File: config.mk
export PLATFORM = sky130hd
export DESIGN_NAME = bp_pred_meta_queue
export DESIGN_NICKNAME = d
export VERILOG_FILES = /design/src/rtl/bp_pred_meta_queue.sv
export SDC_FILE = /design/constraint.sdc
export NUM_CORES = 1
export LEC_CHECK = 0
export ABC_CLOCK_PERIOD_IN_PS = 8700
export CAP_MARGIN = 40
export CORE_ASPECT_RATIO = 1.1
export CORE_MARGIN = 4
export CORE_UTILIZATION = 45
export DETAILED_ROUTE_END_ITERATION = 8
export DONT_BUFFER_PORTS = 1
export GPL_TIMING_DRIVEN = 0
export HOLD_SLACK_MARGIN = 0.05
export RECOVER_POWER = 100
export SLEW_MARGIN = 10
export SYNTH_ARGS = -nofsm -noshare
export SYNTH_HDL_FRONTEND = slang
export SYNTH_SLANG_ARGS = --single-unit
File: constraint.sdc
create_clock -name clk_i -period 8.7 [get_ports clk_i]
set_clock_uncertainty 0.1 [all_clocks]
set_input_delay 1.74 -clock clk_i [delete_from_list [all_inputs] [get_ports clk_i]]
set_output_delay 1.74 -clock clk_i [all_outputs]
set_load 0.005 [all_outputs]
File: src/rtl/bp_pred_meta_queue.sv
// Circular queue holding per-fetch-block global/local predictor outcomes until the
// branch resolves in order, then emits one registered update bundle for the choice predictor.
module bp_pred_meta_queue #(
    parameter int unsigned VLEN            = 32,
    parameter int unsigned INSTR_PER_FETCH = 2,
    parameter bit          DebugEn         = 1'b1,
    parameter type bht_update_t = struct packed {
        logic            valid;
        logic [VLEN-1:0] pc;
        logic            taken;
    },
    parameter type bht_prediction_t = struct packed {
        logic valid;
        logic taken;
    },
    parameter int unsigned DEPTH           = 8
) (
    input  logic                                    clk_i,
    input  logic                                    rst_ni,
    input  logic                                    flush_i,
    input  logic                                    debug_mode_i,
    input  logic                                    push_valid_i,
    output logic                                    push_ready_o,
    input  logic [VLEN-1:0]                         push_pc_i,
    input  bht_prediction_t [INSTR_PER_FETCH-1:0]   push_gbp_pred_i,
    input  bht_prediction_t [INSTR_PER_FETCH-1:0]   push_lbp_pred_i,
    input  logic                                    push_unaligned_i,
    input  logic                                    resolve_valid_i,
    input  logic [VLEN-1:0]                         resolve_pc_i,
    input  logic                                    resolve_taken_i,
    output bht_update_t                             bht_update_o,
    output bht_prediction_t [INSTR_PER_FETCH-1:0]   update_gbp_pred_o,
    output bht_prediction_t [INSTR_PER_FETCH-1:0]   update_lbp_pred_o,
    output logic                                    update_is_unaligned_o,
    output logic [$clog2(DEPTH):0]                  count_o,
    output logic                                    mismatch_o,
    output logic                                    underflow_o
);

    localparam int unsigned PTR_W = $clog2(DEPTH);
    localparam int unsigned CNT_W = PTR_W + 1;

    // Entry storage is intentionally left unreset; only pointers define occupancy.
    logic [VLEN-1:0]                       pc_mem    [DEPTH];
    bht_prediction_t [INSTR_PER_FETCH-1:0] gbp_mem   [DEPTH];
    bht_prediction_t [INSTR_PER_FETCH-1:0] lbp_mem   [DEPTH];
    logic                                  unal_mem  [DEPTH];

    logic [PTR_W-1:0] rd_ptr_q, rd_ptr_d;
    logic [PTR_W-1:0] wr_ptr_q, wr_ptr_d;
    logic [CNT_W-1:0] count_q, count_d;

    bht_update_t                           upd_q;
    bht_prediction_t [INSTR_PER_FETCH-1:0] gbp_q, lbp_q;
    logic                                  unal_q;
    logic                                  mismatch_q, underflow_q;

    logic push_fire, pop_fire, pc_match, valid_d, mismatch_d, underflow_d;
    logic not_empty;

    assign not_empty    = (count_q != '0);
    assign push_ready_o = (count_q != CNT_W'(DEPTH));
    assign push_fire    = push_valid_i & push_ready_o & ~flush_i;
    assign pop_fire     = resolve_valid_i & not_empty & ~flush_i;
    assign pc_match     = (resolve_pc_i == pc_mem[rd_ptr_q]);
    assign valid_d      = pop_fire & pc_match & ~(DebugEn & debug_mode_i);
    assign mismatch_d   = pop_fire & ~pc_match;
    assign underflow_d  = resolve_valid_i & ~not_empty & ~flush_i;

    always_comb begin
        rd_ptr_d = rd_ptr_q;
        wr_ptr_d = wr_ptr_q;
        count_d  = count_q;
        if (flush_i) begin
            rd_ptr_d = '0;
            wr_ptr_d = '0;
            count_d  = '0;
        end else begin
            // DEPTH is a power of two, so pointer increments wrap naturally.
            if (push_fire) wr_ptr_d = wr_ptr_q + PTR_W'(1);
            if (pop_fire)  rd_ptr_d = rd_ptr_q + PTR_W'(1);
            count_d = count_q + CNT_W'(push_fire) - CNT_W'(pop_fire);
        end
    end

    always_ff @(posedge clk_i) begin
        if (push_fire) begin
            pc_mem[wr_ptr_q]   <= push_pc_i;
            gbp_mem[wr_ptr_q]  <= push_gbp_pred_i;
            lbp_mem[wr_ptr_q]  <= push_lbp_pred_i;
            unal_mem[wr_ptr_q] <= push_unaligned_i;
        end
    end

    always_ff @(posedge clk_i or negedge rst_ni) begin
        if (!rst_ni) begin
            rd_ptr_q    <= '0;
            wr_ptr_q    <= '0;
            count_q     <= '0;
            upd_q       <= '0;
            gbp_q       <= '0;
            lbp_q       <= '0;
            unal_q      <= 1'b0;
            mismatch_q  <= 1'b0;
            underflow_q <= 1'b0;
        end else begin
            rd_ptr_q    <= rd_ptr_d;
            wr_ptr_q    <= wr_ptr_d;
            count_q     <= count_d;
            mismatch_q  <= mismatch_d;
            underflow_q <= underflow_d;
            upd_q.valid <= valid_d;
            // Payload only moves on a pop; otherwise it holds as don't-care.
            if (pop_fire) begin
                upd_q.pc    <= pc_mem[rd_ptr_q];
                upd_q.taken <= resolve_taken_i;
                gbp_q       <= gbp_mem[rd_ptr_q];
                lbp_q       <= lbp_mem[rd_ptr_q];
                unal_q      <= unal_mem[rd_ptr_q];
            end
        end
    end

    assign bht_update_o          = upd_q;
    assign update_gbp_pred_o     = gbp_q;
    assign update_lbp_pred_o     = lbp_q;
    assign update_is_unaligned_o = unal_q;
    assign count_o               = count_q;
    assign mismatch_o            = mismatch_q;
    assign underflow_o           = underflow_q;

endmodule

==> flow_summary.yaml, run 1 <==
outcome:
  run_status: "complete, but fails checks"
  violations: "max-capacitance violations, max-slew violations"
grt:
  global_route.overflow_total: 0
  largest_net_degree_at_the_start_of_global_routing: 56
  first_global_vias: 7876
  grt_pass1_wl_um: 51500
  antenna_found_initial: 0
  groute.usage.overall_pct: 19.3
power:
  power_switching_share_pct: 27.6
  power_share_of_the_sequential_group_pct: 46.9
  cell_internal_pwr_w: 0.00351
  clock_network_fraction_of_design_power_pct: 33.8
  p_sw_w: 0.00133
  pwr_density_cell_nw_per_um2: 287
  p_comb_share_pct: 19.3
  max-vdd-ir-drop_mv: 0.124
  power.leakage_nw: 5.51
placed_design:
  numPortBuffers: 0
  dpl_worst_slack_ps: 4680
  dp.final_hpwl_um: 23600
  placed_cells: 1263
  placedInstanceArea_um2: 16000
  routabilityCongestion: 0.750
clock_network:
  clkSinkCount: 383
  post_cts.repair.setup_buffers: 0
  clk_root_buffer_cell: "sky130_fd_sc_hd__clkbuf_16"
  latest_clock_arrival_within_the_worst_skew_pair_ps: 540
  ctsHoldBuffers: 0
  ctsLongestPathBuffers: 3
  h-tree-depth: 2
  ctsResizeCount: 0
  cts_tree: "yes"
  clock_transition_at_the_register_clock_pins_on_the_worst_setup_and_hold_paths_after_cts_ps: 60
  cts-buffers-inserted: 39
worst_setup_path:
  regToRegEndpoint: "bht_update_o[33]$_DFF_PN0_"
  cp_common_cell: "sky130_fd_sc_hd__clkbuf_1"
  rr_worst_depth: 10
  critical_path_class: "input pin to register"
  critical_path_arrival_ps: 5540
  crit_path_max_fanout: 16
  reg2reg_setup_slack_ps: 3540
  cp_cell_sequence: "nand2_1 > or3_1 > nor2_1 > clkbuf_1 > clkbuf_1"
  worst_ep_required_time_ps: 8750
  timing.critical_path.to_type: "register"
  start_kind: "input pin"
  rr_startpoint: "rd_ptr_q[0]$_DFFE_PN0P_"
  crit_path_max_incr_delay_ps: 1550
  crit_path_top_delay_cell: "sky130_fd_sc_hd__nor2_1"
timing:
  hold_viol_final: 0
  grt_setup_unrepaired: "no"
  worst-slew-pin-transition_ps: 2270
  setup-tns-final_ps: 0
  final-setup-viol-count: 0
  timing.final.crit_share_pct: 63.1
  max_freq_mhz: 182
  fin_crit_ps: 5490
  max_slew_margin_pct: -52.0
  final-max-slew-violation-count: 105
  timing.final.ws_setup_ps: 3210
drt:
  drt_drc_violations_left: 0
  avgViaCountPerCell: 5.60
  met3_length_um: 2870
  route.detailed.wl_per_inst_um: 26.4
  wl_final_um: 35200
  detailroute.via_count: 7469
  topRoutingLayerUsed: "met4"
  detailroute.wirelength.met2_um: 17700
  route.layer.met1.wl_um: 14100
  drt.antenna.violating_nets: 0
  first_pass_iters: 7
  drt_iter0_markers: 535
logic_synthesis:
  seq_total_area_yosys_pct: 74.8
  synth_fp_nets: 900
  synthCells: 811
  synthesis.area_um2: 15000
  post_synth.cell_area_avg_um2: 18.5
  yosys.area.top_type_share_pct: 65.6
  ys_warn_count: 0
  ys.flop_type: "sky130_fd_sc_hd__edfxtp_1"
  synth_area_leaders: "sky130_fd_sc_hd__edfxtp_1 66%, sky130_fd_sc_hd__dfrtp_1 9.2%, sky130_fd_sc_hd__mux4_2 6.3%"
  synth-seq-cells: 383
  async_flop_share_pct: 14.4
  synth_enable_flop_cells: 328
  post-synth-top-count-cell: "sky130_fd_sc_hd__edfxtp_1"
  synth.top_cells.by_count: "328 x sky130_fd_sc_hd__edfxtp_1, 59 x sky130_fd_sc_hd__mux2i_1, 55 x sky130_fd_sc_hd__dfrtp_1"
  synth_largest_area_cell: "sky130_fd_sc_hd__edfxtp_1"
  netlist-cell-type-count: 43
floorplanning:
  fp.dieH_um: 200
  design.die.area_um2: 36300
  num_io_pins: 130
  die_width_um: 182
  start_util_pct: 46.0
  placement_rows: 69
  placeableCoreArea_um2: 32600
worst_hold_path:
  holdPathStages: 2
  holdCritPathClass: "register to register"
  hp-start: "bht_update_o[12]$_DFFE_PN0P_"
  worst_hold_path.endpoint: "bht_update_o[12]$_DFFE_PN0P_"
cells_and_area:
  final_layout_size_suffix_gt1_share_pct: 18.7
  design_area_um2: 16900
  design.final.nets: 967
  final_cell_count_no_fill: 1334
  antenna_cells: 0
  layout-area-overhead-vs-synth_pct: 12.5
job:
  maxCapViolations: 5
-- cells by family (layout without fill, tap and decap cells) --
| family | Yosys count | count (layout) | share of synthesized area [%] |
|---|---|---|---|
| AND/OR/NAND/NOR | 114 | 114 | 3.59 |
| buffers and inverters | 44 | 141 | 1.58 |
| XOR/XNOR | 32 | 32 | 1.87 |
| flip-flops | 383 | 383 | 74.8 |
| adder cells (fa/ha/maj) | 9 | 9 | 0.800 |
| AO/OA/AOI/OAI | 79 | 79 | 3.29 |
| multiplexers | 150 | 150 | 14.1 |
-- how the worst max path moves through the flow --
stage	from	to	slack, ps	cells after the start
global route	push_valid_i	pc_mem[2][21]$_DFFE_PP_	2960	5
finish	push_valid_i	pc_mem[2][28]$_DFFE_PP_	3210	5
CTS	rd_ptr_q[2]$_DFFE_PN0P_	bht_update_o[33]$_DFF_PN0_	4890	10
floorplan	push_valid_i	gbp_mem[0][0]$_DFFE_PP_	3100	3
global placement	push_valid_i	pc_mem[0][23]$_DFFE_PP_	-440	3
detailed placement	push_valid_i	pc_mem[0][28]$_DFFE_PP_	4680	5
-- per-stage QoR --
stage	hold slack (ps)	total power, W	utilization, %
6_report	406	0.00484	51.8
4_1_cts	416	0.00493	52.9
3_5_place_dp	402	0.00329	49.0
5_1_grt	441	0.00507	51.8
2_1_floorplan	370	0.00296	-
3_3_place_gp	393	0.00326	47.6
-- metal layers --
layer	vias up	track usage, %
li1	3327	-
met1	3904	24.5
met2	200	32.5
met3	38	6.37
met4	0	4.89
met5	-	0
-- registers in the layout, indices dropped and copies added, names as in the netlist, 3 cells and up --
register	flops
gbp_mem	32
rd_ptr_q	3
bht_update_o	34
update_gbp_pred_o	4
unal_mem	8
lbp_mem	32
count_o	4
update_lbp_pred_o	4
pc_mem	256
wr_ptr_q	3
-- power by group through the flow --
stage	Combinational [W]	Clock, W	Sequential [W]
final	0.000933	0.00164	0.00227
after global routing	0.00102	0.00175	0.00229
after CTS	0.000979	0.00168	0.00228
after detailed placement	0.000978	0	0.00231
after global placement	0.000940	0	0.00232
after floorplan	0.000694	0	0.00227
-- cells in the final DEF, fill, tap and decap left out, types with 14 or more instances in the layout --
| cell type | count |
|---|---|
| sky130_fd_sc_hd__clkbuf_1 | 49 |
| sky130_fd_sc_hd__clkbuf_16 | 39 |
| sky130_fd_sc_hd__dfrtp_1 | 55 |
| sky130_fd_sc_hd__edfxtp_1 | 328 |
| sky130_fd_sc_hd__mux2_2 | 47 |
| sky130_fd_sc_hd__mux2i_1 | 59 |
| sky130_fd_sc_hd__mux4_2 | 42 |
| sky130_fd_sc_hd__nand2_1 | 51 |
| sky130_fd_sc_hd__nor2_1 | 19 |
| sky130_fd_sc_hd__o21ai_0 | 31 |
| sky130_fd_sc_hd__o22ai_1 | 19 |
| sky130_fd_sc_hd__xnor2_1 | 14 |
| sky130_fd_sc_hd__xor2_1 | 18 |
-- critical path, delay by kind of cell --
kind	cells	cell delay (ps)
buffers and inverters	2	1750
AND/OR/NAND/NOR	3	2030
-- cell type report --
type,instances,area (µm²)
Fill cell,2653,15700
Sequential cell,383,11200
Multi-Input combinational cell,384,3550
Clock buffer,47,1040
Tap cell,426,533
Clock inverter,24,218
Buffer,37,191
Timing Repair Buffer,26,119
Inverter,7,26.3
Note: power is estimated with default switching activity, not from simulation.
==> inputs of run 2 (changes only) <==
--- a/config.mk
+++ b/config.mk
@@ -5,7 +5,7 @@
 export SDC_FILE = /design/constraint.sdc
 export NUM_CORES = 1
 export LEC_CHECK = 0
-export ABC_CLOCK_PERIOD_IN_PS = 8700
+export ABC_CLOCK_PERIOD_IN_PS = 4840
 export CAP_MARGIN = 40
 export CORE_ASPECT_RATIO = 1.1
 export CORE_MARGIN = 4
==> constraint.sdc (replaced) <==
create_clock -name clk_i -period 4.84 [get_ports clk_i]
set_clock_uncertainty 0.1 [all_clocks]
set_input_delay 0.968 -clock clk_i [delete_from_list [all_inputs] [get_ports clk_i]]
set_output_delay 0.968 -clock clk_i [all_outputs]
set_load 0.005 [all_outputs]
==> flow_summary.yaml, run 2 (same netlist as run 1, synthesis figures left out) <==
cells_and_area:
  antenna_cells: 0
  layout_commonest_cell: "sky130_fd_sc_hd__edfxtp_1"
  largest_reg_flops: 256
  layout.cells.most_common_list: "328 x sky130_fd_sc_hd__edfxtp_1, 59 x sky130_fd_sc_hd__mux2i_1, 55 x sky130_fd_sc_hd__dfrtp_1"
  final_core_utilization_pct: 52.1
  most_flop_heavy_register: "pc_mem"
  filler_cell_count: 2638
  layout-area-overhead-vs-synth_pct: 13.2
  final_cell_count_no_fill: 1335
  final_layout_size_suffix_gt1_share_pct: 19.6
  design.final.nets: 968
outcome:
  run_status: "complete, but fails checks"
  violations: "max-capacitance violations, max-slew violations"
placed_design:
  routabilityCongestion: 0.750
  placed_cells: 1263
  dp.final_hpwl_um: 23600
  numPortBuffers: 0
worst_setup_path:
  critical_path_class: "register to register"
  start_kind: "register"
  critical_path_arrival_ps: 4370
  worst_path_dominant_cell_family: "buffers and inverters"
  worst_ep_required_time_ps: 5200
  cp_common_cell: "sky130_fd_sc_hd__clkbuf_1"
  reg2reg_setup_slack_ps: 820
  crit_path_max_fanout: 10
  crit_path_top_delay_cell: "sky130_fd_sc_hd__clkbuf_1"
  crit_path_max_incr_delay_ps: 750
  timing.critical_path.to_type: "register"
  worst-path-buf-inv: 3
  cp_cell_sequence: "clkbuf_1 > clkbuf_1 > nor2_1 > a221oi_1 > xnor2_1 > nand4_1 > nor4_1 > clkdlybuf4s18_2 > and3_1"
power:
  pwr_density_cell_nw_per_um2: 514
  design_power_total_w: 0.00873
  power.leakage_nw: 5.56
  max-vdd-ir-drop_mv: 0.223
drt:
  avgViaCountPerCell: 5.63
  drt_iter0_markers: 640
  drt.antenna.violating_nets: 0
  route.detailed.wl_per_inst_um: 26.4
  detailroute.via_count: 7513
  drt_drc_violations_left: 0
  detailroute.wirelength.met2_um: 17500
  route.layer.met1.wl_um: 14200
  topRoutingLayerUsed: "met5"
  wl_final_um: 35300
  first_pass_iters: 5
  met3_length_um: 2960
floorplanning:
  placement_rows: 69
  placeableCoreArea_um2: 32600
  num_io_pins: 130
  die_width_um: 182
  fp.dieH_um: 200
  start_util_pct: 46.0
  design.die.area_um2: 36300
clock_network:
  ctsResizeCount: 0
  latest_clock_arrival_within_the_worst_skew_pair_ps: 540
  cts_tree: "yes"
  clock_transition_at_the_register_clock_pins_on_the_worst_setup_and_hold_paths_after_cts_ps: 60
  h-tree-depth: 2
  clk_root_buffer_cell: "sky130_fd_sc_hd__clkbuf_16"
  ctsLongestPathBuffers: 3
  cts-buffers-inserted: 39
  clkSinkCount: 383
timing:
  timing.final.crit_share_pct: 83.0
  final-max-slew-violation-count: 112
  final-setup-viol-count: 0
  hold_viol_final: 0
  max_freq_mhz: 249
  grt_setup_unrepaired: "no"
  worst-slew-pin-transition_ps: 3490
  fin_crit_ps: 4020
  max_slew_margin_pct: -133
grt:
  grt_pass1_wl_um: 51500
  global_route.overflow_total: 0
  groute.usage.overall_pct: 19.3
  first_global_vias: 7870
  largest_net_degree_at_the_start_of_global_routing: 56
  antenna_found_initial: 1
job:
  maxCapViolations: 4
worst_hold_path:
  holdCritPathClass: "input pin to register"
run 2: power by group:
group          total, W  internal, W  switching, W
Sequential      0.00408      0.00388      0.000204
Clock           0.00295      0.00170       0.00125
Combinational   0.00170     0.000738      0.000960
Total           0.00873      0.00632       0.00241
run 2: final cells by class:
cell class              count  area [µm²]  area share, %
multi-input cells         384        3550           20.9
plain buffers              37         204           1.20
clock buffers              47        1040           6.10
clock inverters            24         218           1.28
flip-flops and latches    383       11200           66.1
inverters                   7        26.3          0.155
well taps                 426         533           3.14
repair buffers             27         203           1.19
run 2: metrics by stage:
| stage | TNS [ps] | setup WS [ps] | cell area, µm² | hold WS [ps] |
|---|---|---|---|---|
| 6_report | 0 | 824 | 17000 | 400 |
| 3_5_place_dp | 0 | 1050 | 16000 | 402 |
| 5_1_grt | 0 | 488 | 17000 | 382 |
| 2_1_floorplan | 0 | 13.2 | 15000 | 370 |
| 4_1_cts | 0 | 1030 | 17300 | 204 |
| 3_3_place_gp | -469230 | -3530 | 15500 | 393 |
run 2: layer usage:
| layer | up-vias | GRT usage (%) |
|---|---|---|
| met1 | 3932 | 24.6 |
| met4 | 2 | 4.73 |
| met3 | 41 | 6.54 |
| met2 | 208 | 32.4 |
| met5 | - | 0 |
| li1 | 3330 | - |
run 2: path summary, 6_finish.rpt:
kind,end,depth (start not counted),startpoint
max in group asynchronous,bht_update_o[28]$_DFFE_PN0P_,1,rst_ni
worst min register to register,bht_update_o[12]$_DFFE_PN0P_,2,bht_update_o[12]$_DFFE_PN0P_
worst max register to register,bht_update_o[33]$_DFF_PN0_,9,rd_ptr_q[2]$_DFFE_PN0P_
worst min-delay path,count_o[0]$_DFF_PN0_,1,flush_i
worst max-delay path,bht_update_o[33]$_DFF_PN0_,9,rd_ptr_q[2]$_DFFE_PN0P_
min in group asynchronous,update_lbp_pred_o[1]$_DFFE_PN0P_,1,rst_ni
run 2: what timing repair did:
item / 4_1_cts / 5_1_grt
hold buffers: 1 / 0
endpoints found under the hold margin: 55 / 0
buffers inserted: 0 / 0
setup endpoints to repair: 0 / 0
